===== config.mk =====
export PLATFORM = sky130hd
export DESIGN_NAME = ex_mem_flags
export DESIGN_NICKNAME = d
export VERILOG_FILES = /design/src/rtl/ex_pkg.sv /design/src/rtl/cond_eval.sv /design/src/rtl/ex_mem_flags.sv
export SDC_FILE = /design/constraint.sdc
export NUM_CORES = 1
export LEC_CHECK = 0
export CORE_AREA = 4 4 131 133
export DETAILED_ROUTE_END_ITERATION = 10
export DIE_AREA = 0 0 135 137
export PLACE_DENSITY = 0.74
export SETUP_SLACK_MARGIN = 0.1
export SYNTH_ARGS = -nofsm -noshare
export SYNTH_HDL_FRONTEND = slang
export SYNTH_SLANG_ARGS = --single-unit

===== constraint.sdc =====
create_clock -name clk -period 4.6 [get_ports clk]
set_input_delay 1.15 -clock clk [delete_from_list [all_inputs] [get_ports clk]]
set_output_delay 1.15 -clock clk [all_outputs]
set_load 0.05 [all_outputs]

===== src/rtl/ex_pkg.sv =====
// Shared encodings for the execute/memory boundary: condition codes,
// branch kinds and NZCV bit positions.
package ex_pkg;

    localparam int unsigned NZCV_W = 4;
    localparam int unsigned FLAG_N = 3;
    localparam int unsigned FLAG_Z = 2;
    localparam int unsigned FLAG_C = 1;
    localparam int unsigned FLAG_V = 0;

    typedef enum logic [3:0] {
        COND_EQ = 4'h0,
        COND_NE = 4'h1,
        COND_HS = 4'h2,
        COND_LO = 4'h3,
        COND_MI = 4'h4,
        COND_PL = 4'h5,
        COND_VS = 4'h6,
        COND_VC = 4'h7,
        COND_HI = 4'h8,
        COND_LS = 4'h9,
        COND_GE = 4'hA,
        COND_LT = 4'hB,
        COND_GT = 4'hC,
        COND_LE = 4'hD,
        COND_AL = 4'hE,
        COND_NV = 4'hF
    } cond_e;

    typedef enum logic [1:0] {
        BR_NONE = 2'b00,
        BR_COND = 2'b01,
        BR_CBZ  = 2'b10,
        BR_CBNZ = 2'b11
    } br_kind_e;

endpackage


===== src/rtl/cond_eval.sv =====
// Branch resolution: B.cond against the pre-update NZCV register,
// CBZ/CBNZ against the instruction's own ALU zero flag.
module cond_eval
    import ex_pkg::*;
(
    input  logic [NZCV_W-1:0] flags,
    input  logic [3:0]        cond,
    input  logic [1:0]        br_kind,
    input  logic              alu_zero,
    output logic              taken
);

    logic n, z, c, v;
    logic cond_true;

    always_comb begin
        n         = flags[FLAG_N];
        z         = flags[FLAG_Z];
        c         = flags[FLAG_C];
        v         = flags[FLAG_V];
        cond_true = 1'b0;
        case (cond_e'(cond))
            COND_EQ: cond_true = z;
            COND_NE: cond_true = ~z;
            COND_HS: cond_true = c;
            COND_LO: cond_true = ~c;
            COND_MI: cond_true = n;
            COND_PL: cond_true = ~n;
            COND_VS: cond_true = v;
            COND_VC: cond_true = ~v;
            COND_HI: cond_true = c & ~z;
            COND_LS: cond_true = ~c | z;
            COND_GE: cond_true = (n == v);
            COND_LT: cond_true = (n != v);
            COND_GT: cond_true = ~z & (n == v);
            COND_LE: cond_true = z | (n != v);
            default: cond_true = 1'b1;
        endcase
    end

    always_comb begin
        taken = 1'b0;
        case (br_kind_e'(br_kind))
            BR_COND: taken = cond_true;
            BR_CBZ:  taken = alu_zero;
            BR_CBNZ: taken = ~alu_zero;
            default: taken = 1'b0;
        endcase
    end

endmodule


===== src/rtl/ex_mem_flags.sv =====
// EX/MEM pipeline register with valid/ready handshake, architectural NZCV
// register and registered branch resolution.
module ex_mem_flags
    import ex_pkg::*;
#(
    parameter int unsigned WIDTH = 64,
    parameter int unsigned RW    = 5
) (
    input  logic              clk,
    input  logic              reset,
    input  logic              in_valid,
    output logic              in_ready,
    input  logic [WIDTH-1:0]  alu_result,
    input  logic              alu_negative,
    input  logic              alu_zero,
    input  logic              alu_overflow,
    input  logic              alu_carry_out,
    input  logic              set_flags,
    input  logic [WIDTH-1:0]  store_data,
    input  logic [RW-1:0]     rd,
    input  logic              reg_write,
    input  logic              mem_read,
    input  logic              mem_write,
    input  logic [1:0]        br_kind,
    input  logic [3:0]        cond,
    input  logic              flush,
    output logic              out_valid,
    input  logic              out_ready,
    output logic [WIDTH-1:0]  out_result,
    output logic [WIDTH-1:0]  out_store_data,
    output logic [RW-1:0]     out_rd,
    output logic              out_reg_write,
    output logic              out_mem_read,
    output logic              out_mem_write,
    output logic              branch_taken,
    output logic [NZCV_W-1:0] flags
);

    logic              accept_c;
    logic              taken_c;
    logic [NZCV_W-1:0] alu_nzcv_c;

    // Single-entry buffer: free when empty or draining this cycle.
    assign in_ready = ~out_valid | out_ready;
    assign accept_c = in_valid & in_ready & ~flush;

    always_comb begin
        alu_nzcv_c         = '0;
        alu_nzcv_c[FLAG_N] = alu_negative;
        alu_nzcv_c[FLAG_Z] = alu_zero;
        alu_nzcv_c[FLAG_C] = alu_carry_out;
        alu_nzcv_c[FLAG_V] = alu_overflow;
    end

    cond_eval u_cond_eval (
        .flags    (flags),
        .cond     (cond),
        .br_kind  (br_kind),
        .alu_zero (alu_zero),
        .taken    (taken_c)
    );

    always_ff @(posedge clk or posedge reset) begin
        if (reset) begin
            out_valid      <= 1'b0;
            branch_taken   <= 1'b0;
            out_result     <= '0;
            out_store_data <= '0;
            out_rd         <= '0;
            out_reg_write  <= 1'b0;
            out_mem_read   <= 1'b0;
            out_mem_write  <= 1'b0;
            flags          <= '0;
        end else if (flush) begin
            out_valid    <= 1'b0;
            branch_taken <= 1'b0;
        end else if (accept_c) begin
            out_valid      <= 1'b1;
            branch_taken   <= taken_c;
            out_result     <= alu_result;
            out_store_data <= store_data;
            out_rd         <= rd;
            out_reg_write  <= reg_write;
            out_mem_read   <= mem_read;
            out_mem_write  <= mem_write;
            if (set_flags) begin
                flags <= alu_nzcv_c;
            end
        end else if (out_ready) begin
            // Drained with nothing behind it; branch_taken must read 0 when empty.
            out_valid    <= 1'b0;
            branch_taken <= 1'b0;
        end
    end

endmodule


==> Word-level counts from Yosys, hierarchy flattened <==
Cells that the tools add are included.
{ "classes": {"n_eq_ne": 18, "muxes": 7, "bitwise_logic": 14, "n_reduce_logical": 4} }
{ "ops": {"columns": ["op", "n"], "rows": [
  ["$eq 4x4->1 const B", 6],
  ["$eq 4x3->1 const B", 4],
  ["$pmux 1 s14", 1],
  ["$eq 4x2->1 const B", 2],
  ["$not 1->1", 7],
  ["$mux 1", 5],
  ["$and 1x1->1", 4],
  ["$eq 2x2->1 const B", 2],
  ["$eq 4x1->1 const B", 1],
  ["$logic_not 4->1", 1],
  ["$or 1x1->1", 3],
  ["$pmux 1 s3", 1],
  ["$reduce_and 3->1", 1],
  ["$reduce_bool 3->1", 1],
  ["$eq 2x1->1 const B", 1],
  ["$reduce_and 2->1", 1],
  ["$eq 1x1->1", 1],
  ["$ne 1x1->1", 1]
]} }
{ "word_totals": {"register_bits": 142, "wordCells": 52, "input_bits": 152, "out_inout_bits": 143} }

==> Depth between registers and ports, before layout <==
{ "depth": {"depth_word": 6, "mapped_depth": 6, "depth_no_buf": 4} }

==> By module <==
A second synthesis with hierarchy kept.
{ "unflattened": {"cells_unflattened": 330, "hier_area_um2": 6114.6} }
{ "by_module_without_submodules": {"columns": ["module", "area_per_inst_um2", "seq_area_each_um2", "cells_each", "n_inst"], "rows": [
  ["ex_mem_flags", 5945.7, 3553.4, 308, 1],
  ["cond_eval", 168.9, 0.0, 22, 1]
]} }

==> Least setup slack after synthesis <==
Ideal clock, no wire load.
{ "synth_timing": {"path_type": "input to output", "start": "input port out_ready", "end": "output port in_ready", "required_time_ns": 3.450, "cell_stages": 2, "arrival_ns": 1.508, "path_buffers": 0, "slack_ns": 1.942, "cell_sequence": "nor2b_2 -> inv_1"} }
{ "synth_via": {"elab_chain_cells": 1} }
{ "synth_lines": {"columns": ["item", "line", "text"], "rows": [
  ["start: declaration", "ex_mem_flags.sv:28", "input logic out_ready,"],
  ["$or 1x1->1", "ex_mem_flags.sv:44", "assign in_ready = ~out_valid | out_ready;"],
  ["end: declaration", "ex_mem_flags.sv:12", "output logic in_ready,"]
]} }
No other way between the ends.

==> Worst setup path in the final report <==
Same ends and word-level chain as after synthesis.

==> impl_metrics.toml <==
[worst_setup_path]
cp-start-kind = "primary input"
arrival_ns = 2.56
worstSetupPathType = "in2out"
crit_start = "out_ready"
r2r-start = "out_valid$_DFFE_PP0P_"
worstPathRequired_ns = 3.45
end_kind = "output port"
crit_fanout = 3

[floorplan]
die_h_um = 137
core_area_um2 = 15800
start_util = 0.349
die_w_um = 135
die-area_um2 = 18500
fp-row-count = 46
num_io_pins = 295

[sta]
worst_pin_slew_ns = 0.584
final.min_clock_period_ns = 3.71
rsz0062_at_grt = "no"
finalHoldViolations = 0
maxSlewViolCount = 0
setup_tns_ns = 0
min_period_over_period = 0.806
fin_skew_ns = 0.00615
slew_headroom = 0.610
setup_viol = 0
fmaxAchievable_ghz = 0.270

[placed_design]
portBuffers = 294
place_hpwl_um = 11500
gp_congestion = 0.743
post_dp_cell_area_um2 = 8670

[run_status]
status = "completed"

[synth]
yosysWarnings = 0
synth_cell_types = 26
ys_seq_area_frac = 0.643
syn_area_um2 = 5530
synthesis.nets = 482
synthCells = 330
synth-seq-cells = 142
syn_avg_cell_area_um2 = 16.8

[drt]
firstDrtPassIters = 4
vias_per_cell = 4.53
ant_nets = 0
routed_wl_um = 15100
first_iter_violations = 115
vias = 3904
routedWlPerCell_um = 17.6
drc = 0

[layout]
nets = 784
final_cell_mix = "clkdlybuf4s50_1 (294), dfrtp_1 (142), mux2_2 (140)"
syn2layout_area_growth_pct = 67.2
ff_latch_area_um2 = 3550
final_common_cell = "clkdlybuf4s50_1"
design_area_um2 = 9240
diodes = 0
fillers = 1279
drive_above_1_share = 0.281
multi_input_area_um2 = 1810

[global_route]
overflow = 0
grt_max_degree = 73
antenna_found_initial = 0
grt_pass1_wl_um = 23100
grt_pass1_vias = 4470
grtUsageTotal = 0.162

[clock_network]
post-cts-setup-buffers = 0
cts_root_buffer = "clkbuf_16"
cts_tree = "built"
cts.htree.levels = 4
cts_made_buffers = 17
cts.path.max_buffers = 2
cts_sinks = 142
cts_resized = 0
cts-hold-fix-buffers = 0
clock_latency_ns = 0.41
clkSlewWorstSetupHoldPaths_ns = 0.06

[power_and_ir_drop]
seq_power_share = 0.345
p_leak_nw = 3.74
power_mw = 4.56
p_clk_frac = 0.285
peakVddDrop_v = 0.000219
p_sw_mw = 1.67
p_int_mw = 2.90
p_sw_frac = 0.365
powerDensity_nw_per_um2 = 494
p_comb_frac = 0.370

[job]
maxCapViolCount = 0

[worst_hold_path]
hp-start = "out_result[24]$_DFFE_PP0P_"
hp-class = "reg2reg"
==> registers in the layout, summed over array words and instances (netlist names) <==
name	cells
out_result	64
out_store_data	64
out_rd	5
flags	4
branch_taken	1
out_mem_read	1
out_mem_write	1
out_reg_write	1
out_valid	1
==> through the flow <==
stage	setup WS (ns)	utilization	std cells	hold slack (ns)
after floorplan	1.67	-	330	0.805
after global placement	0.889	0.548	829	0.487
after detailed placement	0.882	0.548	829	0.495
after CTS	0.883	0.584	861	0.508
after global routing	0.828	0.584	861	0.512
final	0.890	0.584	861	0.503
==> worst max-delay path: stages <==
cell and delay, ns:
clkdlybuf4s50_1 0.43, nor2b_2 0.22, inv_1 0.06, clkdlybuf4s50_1 0.70
==> layout make-up <==
| type | instances | share of cell area |
|---|---|---|
| clock buffers | 20 | 0.0494 |
| clock inverters | 12 | 0.0122 |
| inverters | 5 | 0.00244 |
| multi-input cells | 168 | 0.196 |
| flip-flops and latches | 142 | 0.385 |
| well taps | 216 | 0.0292 |
| repair buffers | 298 | 0.326 |
==> cells by family after synthesis <==
family	Yosys count	share of synthesized area
DFF	142	0.643
muxes	141	0.290
and+or+nand+nor	14	0.0163
xor gates and xnor gates	4	0.00634
buffers and inverters	20	0.0301
AOI/OAI and AO/OA	9	0.0145
==> layer usage <==
metal  wire length [um]  share of wire  vias to the layer above  GRT usage
met2               8270           0.55                      174      0.298
met5                  0              0                        -          0
li1                   -              -                     1773          -
met3               1290          0.085                       30     0.0577
met4                399          0.026                        0     0.0739
met1               5180           0.34                     1927      0.163
==> cell usage after synthesis <==
| master | instances | area share |
|---|---|---|
| buf_2 | 1 | 0.00090 |
| mux2_2 | 140 | 0.29 |
| o211ai_1 | 1 | 0.0014 |
| nor2_1 | 3 | 0.0020 |
| a2bb2oi_1 | 2 | 0.0032 |
| nand3_1 | 1 | 0.00090 |
| inv_1 | 5 | 0.0034 |
| dfrtp_1 | 142 | 0.64 |
| buf_4 | 4 | 0.0054 |
| nor2b_2 | 1 | 0.0016 |
| xnor2_1 | 3 | 0.0048 |
| a31oi_1 | 1 | 0.0011 |
| buf_6 | 10 | 0.020 |
| xor2_1 | 1 | 0.0016 |
| a22oi_1 | 1 | 0.0014 |
| mux4_1 | 1 | 0.0048 |
| and4bb_2 | 1 | 0.0023 |
| nand2_1 | 4 | 0.0027 |
| nand2b_1 | 1 | 0.0011 |
| a221oi_2 | 1 | 0.0027 |
| a211oi_1 | 1 | 0.0014 |
| a221o_1 | 1 | 0.0018 |
| and3b_1 | 1 | 0.0016 |
| o31a_1 | 1 | 0.0016 |
| and2b_4 | 1 | 0.0018 |
| nor3b_2 | 1 | 0.0023 |
==> power by group through the flow <==
stage                     clock [mW]  sequential [mW]  combinational (mW)
after floorplan                    0             2.35               0.286
after global placement             0             1.59                1.68
after detailed placement           0             1.60                1.70
after CTS                       1.34             1.58                1.70
after global routing            1.39             1.61                1.75
final                           1.30             1.58                1.69
==> worst paths after layout <==
path / to / slack, ns / cells after the start
worst max-delay path: in_ready / 0.89 / 4
worst min-delay path: out_result[24]$_DFFE_PP0P_ / 0.50 / 1
worst max register to register: flags[1]$_DFFE_PP0P_ / 2.75 / 5
worst min register to register: out_result[24]$_DFFE_PP0P_ / 0.50 / 1
max in group asynchronous: out_store_data[7]$_DFFE_PP0P_ / 2.47 / 3
min in group asynchronous: out_store_data[20]$_DFFE_PP0P_ / 1.16 / 2
Power figures use the tool's default switching activity.
